===== src/rtl/ripple_cnt_monitor.sv =====
// ripple_cnt_monitor: brings an asynchronous ripple down-counter bus into the clk domain,
// filters ripple transients and reports terminal-count/wrap events, a wrap tally and an alarm.
// Optional feature macro: STEP_ERR_EN builds the sticky illegal-step checker.
module ripple_cnt_monitor #(
   parameter int unsigned WIDTH  = 4,
   parameter int unsigned WCNT_W = 8
) (
   input  logic              clk,
   input  logic              rst,
   input  logic [WIDTH-1:0]  cnt_in,
   input  logic [WIDTH-1:0]  threshold,
   input  logic              arm,
   input  logic              ack,
   input  logic              clr_wraps,
   output logic [WIDTH-1:0]  cnt_stable,
   output logic              cnt_valid,
   output logic              tc_pulse,
   output logic              wrap_pulse,
   output logic [WCNT_W-1:0] wrap_count,
   output logic              alarm,
   output logic              step_err
);

   localparam logic [WIDTH-1:0]  CNT_ONES = {WIDTH{1'b1}};
   localparam logic [WIDTH-1:0]  CNT_ZERO = '0;
   localparam logic [WIDTH-1:0]  CNT_ONE  = WIDTH'(1);
   localparam logic [WCNT_W-1:0] WCNT_MAX = {WCNT_W{1'b1}};
   localparam logic [WCNT_W-1:0] WCNT_ONE = WCNT_W'(1);

   typedef enum logic [1:0] {
      IDLE  = 2'd0,
      ARMED = 2'd1,
      ALARM = 2'd2
   } state_t;

   state_t           state;
   state_t           state_nxt;
   logic [WIDTH-1:0] s1;
   logic [WIDTH-1:0] s2;
   logic [WIDTH-1:0] s3;
   logic             load;
   logic             accept;

   // Two-flop synchroniser plus a third stage used only for the stability compare.
   always_ff @(posedge clk or posedge rst) begin
      if (rst) begin
         s1 <= '0;
         s2 <= '0;
         s3 <= '0;
      end else begin
         s1 <= cnt_in;
         s2 <= s1;
         s3 <= s2;
      end
   end

   assign load   = (s2 == s3);
   assign accept = load && cnt_valid && (s2 != cnt_stable);

   // Filtered value and the per-accept event pulses.
   always_ff @(posedge clk or posedge rst) begin
      if (rst) begin
         cnt_stable <= '0;
         cnt_valid  <= 1'b0;
         tc_pulse   <= 1'b0;
         wrap_pulse <= 1'b0;
      end else begin
         tc_pulse   <= accept && (s2 == CNT_ZERO);
         wrap_pulse <= accept && (cnt_stable == CNT_ZERO) && (s2 == CNT_ONES);
         if (load) begin
            cnt_stable <= s2;
            cnt_valid  <= 1'b1;
         end
      end
   end

   // Saturating wrap tally; clear beats a coincident increment.
   always_ff @(posedge clk or posedge rst) begin
      if (rst) begin
         wrap_count <= '0;
      end else if (clr_wraps) begin
         wrap_count <= '0;
      end else if (wrap_pulse && (wrap_count != WCNT_MAX)) begin
         wrap_count <= wrap_count + WCNT_ONE;
      end
   end

`ifdef STEP_ERR_EN
   logic step_bad;

   // A legal accept is exactly one count down (modulo 2^WIDTH, so 0 -> all-ones is fine).
   assign step_bad = accept && (s2 != WIDTH'(cnt_stable - CNT_ONE));

   always_ff @(posedge clk or posedge rst) begin
      if (rst) begin
         step_err <= 1'b0;
      end else if (step_bad) begin
         step_err <= 1'b1;
      end else if (clr_wraps) begin
         step_err <= 1'b0;
      end
   end
`else
   assign step_err = 1'b0;
`endif

   // Alarm FSM state register; alarm is registered from the next state.
   always_ff @(posedge clk or posedge rst) begin
      if (rst) begin
         state <= IDLE;
         alarm <= 1'b0;
      end else begin
         state <= state_nxt;
         alarm <= (state_nxt == ALARM);
      end
   end

   // Next-state logic: ack always wins, arm is ignored outside IDLE.
   always_comb begin
      state_nxt = state;
      case (state)
         IDLE: begin
            if (arm) begin
               state_nxt = ARMED;
            end
         end
         ARMED: begin
            if (ack) begin
               state_nxt = IDLE;
            end else if (cnt_valid && (cnt_stable == threshold)) begin
               state_nxt = ALARM;
            end
         end
         ALARM: begin
            if (ack) begin
               state_nxt = IDLE;
            end
         end
         default: state_nxt = IDLE;
      endcase
   end

endmodule

===== config.mk =====
export PLATFORM = sky130hd
export DESIGN_NAME = ripple_cnt_monitor
export DESIGN_NICKNAME = d
export VERILOG_FILES = /design/src/rtl/ripple_cnt_monitor.sv
export SDC_FILE = /design/constraint.sdc
export NUM_CORES = 1
export LEC_CHECK = 0
export CORE_AREA = 2 2 61 63
export CTS_CLUSTER_SIZE = 10
export DETAILED_ROUTE_END_ITERATION = 8
export DIE_AREA = 0 0 63 65
export GPL_ROUTABILITY_DRIVEN = 1
export HOLD_SLACK_MARGIN = 0.12
export PLACE_DENSITY_LB_ADDON = 0.2
export SKIP_LAST_GASP = 1
export SYNTH_ARGS = -nofsm -noshare
export SYNTH_HDL_FRONTEND = slang
export SYNTH_SLANG_ARGS = --single-unit

===== constraint.sdc =====
create_clock -name clk -period 1.3 [get_ports clk]
set_input_delay 0.195 -clock clk [delete_from_list [all_inputs] [get_ports clk]]
set_output_delay 0.195 -clock clk [all_outputs]
set_load 0.01 [all_outputs]

==> results of run 1 <==
-- worst max-delay path: stages, from the launching register on --
cell and delay [ns]:
dfrtp_1 0.42, buf_6 0.13, ha_4 0.17, a31oi_1 0.18
mux2_2 0.36
-- flip-flops by register name, indices dropped and copies added (netlist names) --
| name | cells |
|---|---|
| tc_pulse | 1 |
| s2 | 4 |
| s3 | 4 |
| wrap_pulse | 1 |
| wrap_count | 8 |
| cnt_valid | 1 |
| alarm | 1 |
| cnt_stable | 4 |
| state | 2 |
| s1 | 4 |
-- repair_timing --
item,in CTS,in global routing
buffers inserted,13,1
resized for setup,42,16
endpoints found under the setup margin,23,18
pin swaps,4,5
-- per-stage QoR --
step           util, %  instances
5_1_grt          58.66        220
2_1_floorplan        -        107
4_1_cts          57.16        219
3_3_place_gp     51.50        198
3_5_place_dp     51.50        198
6_report         58.66        220
-- how the worst min path moves through the flow --
stage	slack [ns]	start	to
after floorplan	0.23	cnt_in[0]	s1[0]
after global placement	0.33	s1[1]	s2[1]
after detailed placement	0.33	s1[2]	s2[2]
after CTS	0.19	rst	wrap_count[1]
after global routing	0.21	rst	wrap_count[1]
final	0.19	rst	wrap_count[1]
-- final cells by class --
class,instances,area (um^2)
Fill cell,314,1445
Sequential cell,30,760.7
Multi-Input combinational cell,69,638.1
Timing Repair Buffer,61,513.0
Tap cell,48,60.06
Clock buffer,6,51.30
Inverter,4,15.01
Clock inverter,2,12.51
-- kinds of logic after synthesis --
family | share of synthesized area (%)
AOI/OAI and AO/OA | 9.520
DFF | 56.55
xor gates and xnor gates | 7.917
and+or+nand+nor | 15.55
adders and majority gates | 0.9424
other | 0.2825
muxes | 6.126
buffers and inverters | 3.110
-- power by group --
| group | internal, mW | leakage (nW) | total (mW) | switching (mW) |
|---|---|---|---|---|
| Combinational | 0.378 | 0.535 | 0.669 | 0.291 |
| Clock | 0.260 | 0.0343 | 0.584 | 0.324 |
| Sequential | 1.03 | 0.366 | 1.09 | 0.0612 |
| Total | 1.67 | 0.935 | 2.34 | 0.677 |
-- placed cells by master (no fill, tap or decap), drive strengths merged, types with 2 or more instances in the layout --
cell type      count
a21oi              4
a31oi              2
and4               3
buf               37
clkbuf             8
clkdlybuf4s50     12
dfrtp             30
dlygate4sd2        9
inv                4
mux2               6
nand2              3
nand2b             3
nand3              4
nand4              3
nor2               3
nor2b              2
nor3               3
nor3b              2
nor4               4
o21bai             2
o32ai              2
xnor2              8
xor2               4
-- routing by layer --
layer,track usage (%),routed length [um]
met5,0,0
met4,6.944,12
met3,5.035,112
met2,26.33,1473
met1,16.61,1162
==> results.py, run 1 <==
metrics = {
    "global_route": {
        "grt_pass1_vias": 1085,
        "antenna_found_initial": 0,
        "grt_first_pass_wirelength_um": 4698,
        "grt_use_total_pct": 15.09,
        "grt-ovfl-total": 0,
        "grt_max_degree": 31,
    },
    "timing": {
        "timing.hold.ws_ns": 0.1886,
        "fin_tns_setup_ns": -0.06669,
        "post-route-period-util_pct": 103.6,
        "setup_ws_ns": -0.04677,
        "fin_skew_ns": 0.007898,
        "setup_violations": 2,
        "finalMaxSlewViolations": 0,
        "rsz0062_at_grt": "true",
        "fmaxAchievable_mhz": 742.5,
        "hold_viol": 0,
        "period_minus_slack_ns": 1.347,
    },
    "floorplanning": {
        "start_util_pct": 37.97,
        "die_x_um": 63,
        "rows": 22,
        "dieArea_um2": 4095,
        "die_y_um": 65,
        "ioPinCount": 30,
        "coreArea_um2": 3496,
    },
    "yosys": {
        "yosysTopAreaCell": "dfrtp_1",
        "synthTopCellsByArea": "dfrtp_1, xnor2_1, mux2_2, xor2_1, a41oi_4",
        "synth_cells": 107,
        "netlist_area_um2": 1328,
        "synth.distinct_cells": 35,
        "syn_area_per_cell_um2": 12.41,
        "synthArstFlopShare_pct": 100.0,
        "syn-num-nets": 121,
        "yosysMostFrequentCell": "dfrtp_1",
        "yosys_warnings": 0,
        "yosysSeqAreaShare_pct": 56.55,
        "synth_edf_count": 0,
        "synth_top_flop_cell": "dfrtp_1",
        "ys_seq_elements": 30,
        "yosys.area.top_type_share_pct": 56.55,
        "yosys-top-cells-count": "dfrtp_1, xnor2_1, mux2_2",
    },
    "setup_path": {
        "ff2ff_setup_slack_ns": -0.05,
        "critical_path.endpoint": "wrap_count[3]",
        "crit_path_end_kind": "flop",
        "worstSetupStartpointType": "flop",
        "criticalPathCategory": "flop to flop",
        "r2r-start": "wrap_count[1]",
        "timing.rr.end": "wrap_count[3]",
        "required_ns": 1.52,
        "reg2reg_depth": 4,
        "arrival_ns": 1.57,
        "worst-path-max-fanout": 4,
        "crit_start": "wrap_count[1]",
    },
    "routing": {
        "antenna_left": 0,
        "drt_iter0_drc": 53,
        "finalWirelength_um": 2761,
        "dr.pass1.iters": 3,
        "drt-wirelength-per-cell_um": 12.55,
        "dr_total_vias": 1057,
        "vias_per_cell": 4.805,
        "drc": 0,
    },
    "clock_tree": {
        "cts.clk_slew.worst_paths_ns": 0.11,
        "cts_tree": "built",
        "cts_max_level": 2,
        "cts_sinks": 30,
        "hold_buffers": 0,
        "cts_buffer_depth": 2,
        "cts-root-buf": "clkbuf_4",
        "cts_buffers": 5,
        "clk_latency_ns": 0.32,
    },
    "place": {
        "io_buffers": 28,
        "routabilityCongestion": 0.8477,
        "dp_hpwl_um": 1813,
        "dpl_cell_area_um2": 1800,
        "dp_slack_ns": -0.05403,
    },
    "power_and_ir_drop": {
        "vdd_drop_max_mv": 0.6790,
        "p_leak_nw": 0.9346,
        "total_power_mw": 2.342,
        "p_per_area_nw_per_um2": 1142,
    },
    "flow_run": {
        "timing.max_cap.violations": 0,
    },
    "cells_and_area": {
        "fin_nets": 185,
        "syn_to_final_growth_pct": 54.48,
        "drive_gt1_share_pct": 44.77,
        "fin_area_um2": 2051,
        "antenna_cells": 0,
    },
    "min_path": {
        "hold_class": "primary input to asynchronous set/reset pin",
    },
    "run_status": {
        "status": "complete, but fails checks",
        "violations": "setup timing",
    },
}
No activity file was read; power rests on OpenSTA's default activity.
==> run 2: changes to the inputs <==
CTS_CLUSTER_DIAMETER = 60   (was default)
==> results of run 2 <==
Final layout, timing and power as in run 1 (identical DEF).
==> run 3: changes to the inputs <==
CTS_CLUSTER_SIZE = default   (was 10)
==> results of run 3 <==
Final layout, timing and power as in run 1 (identical DEF).
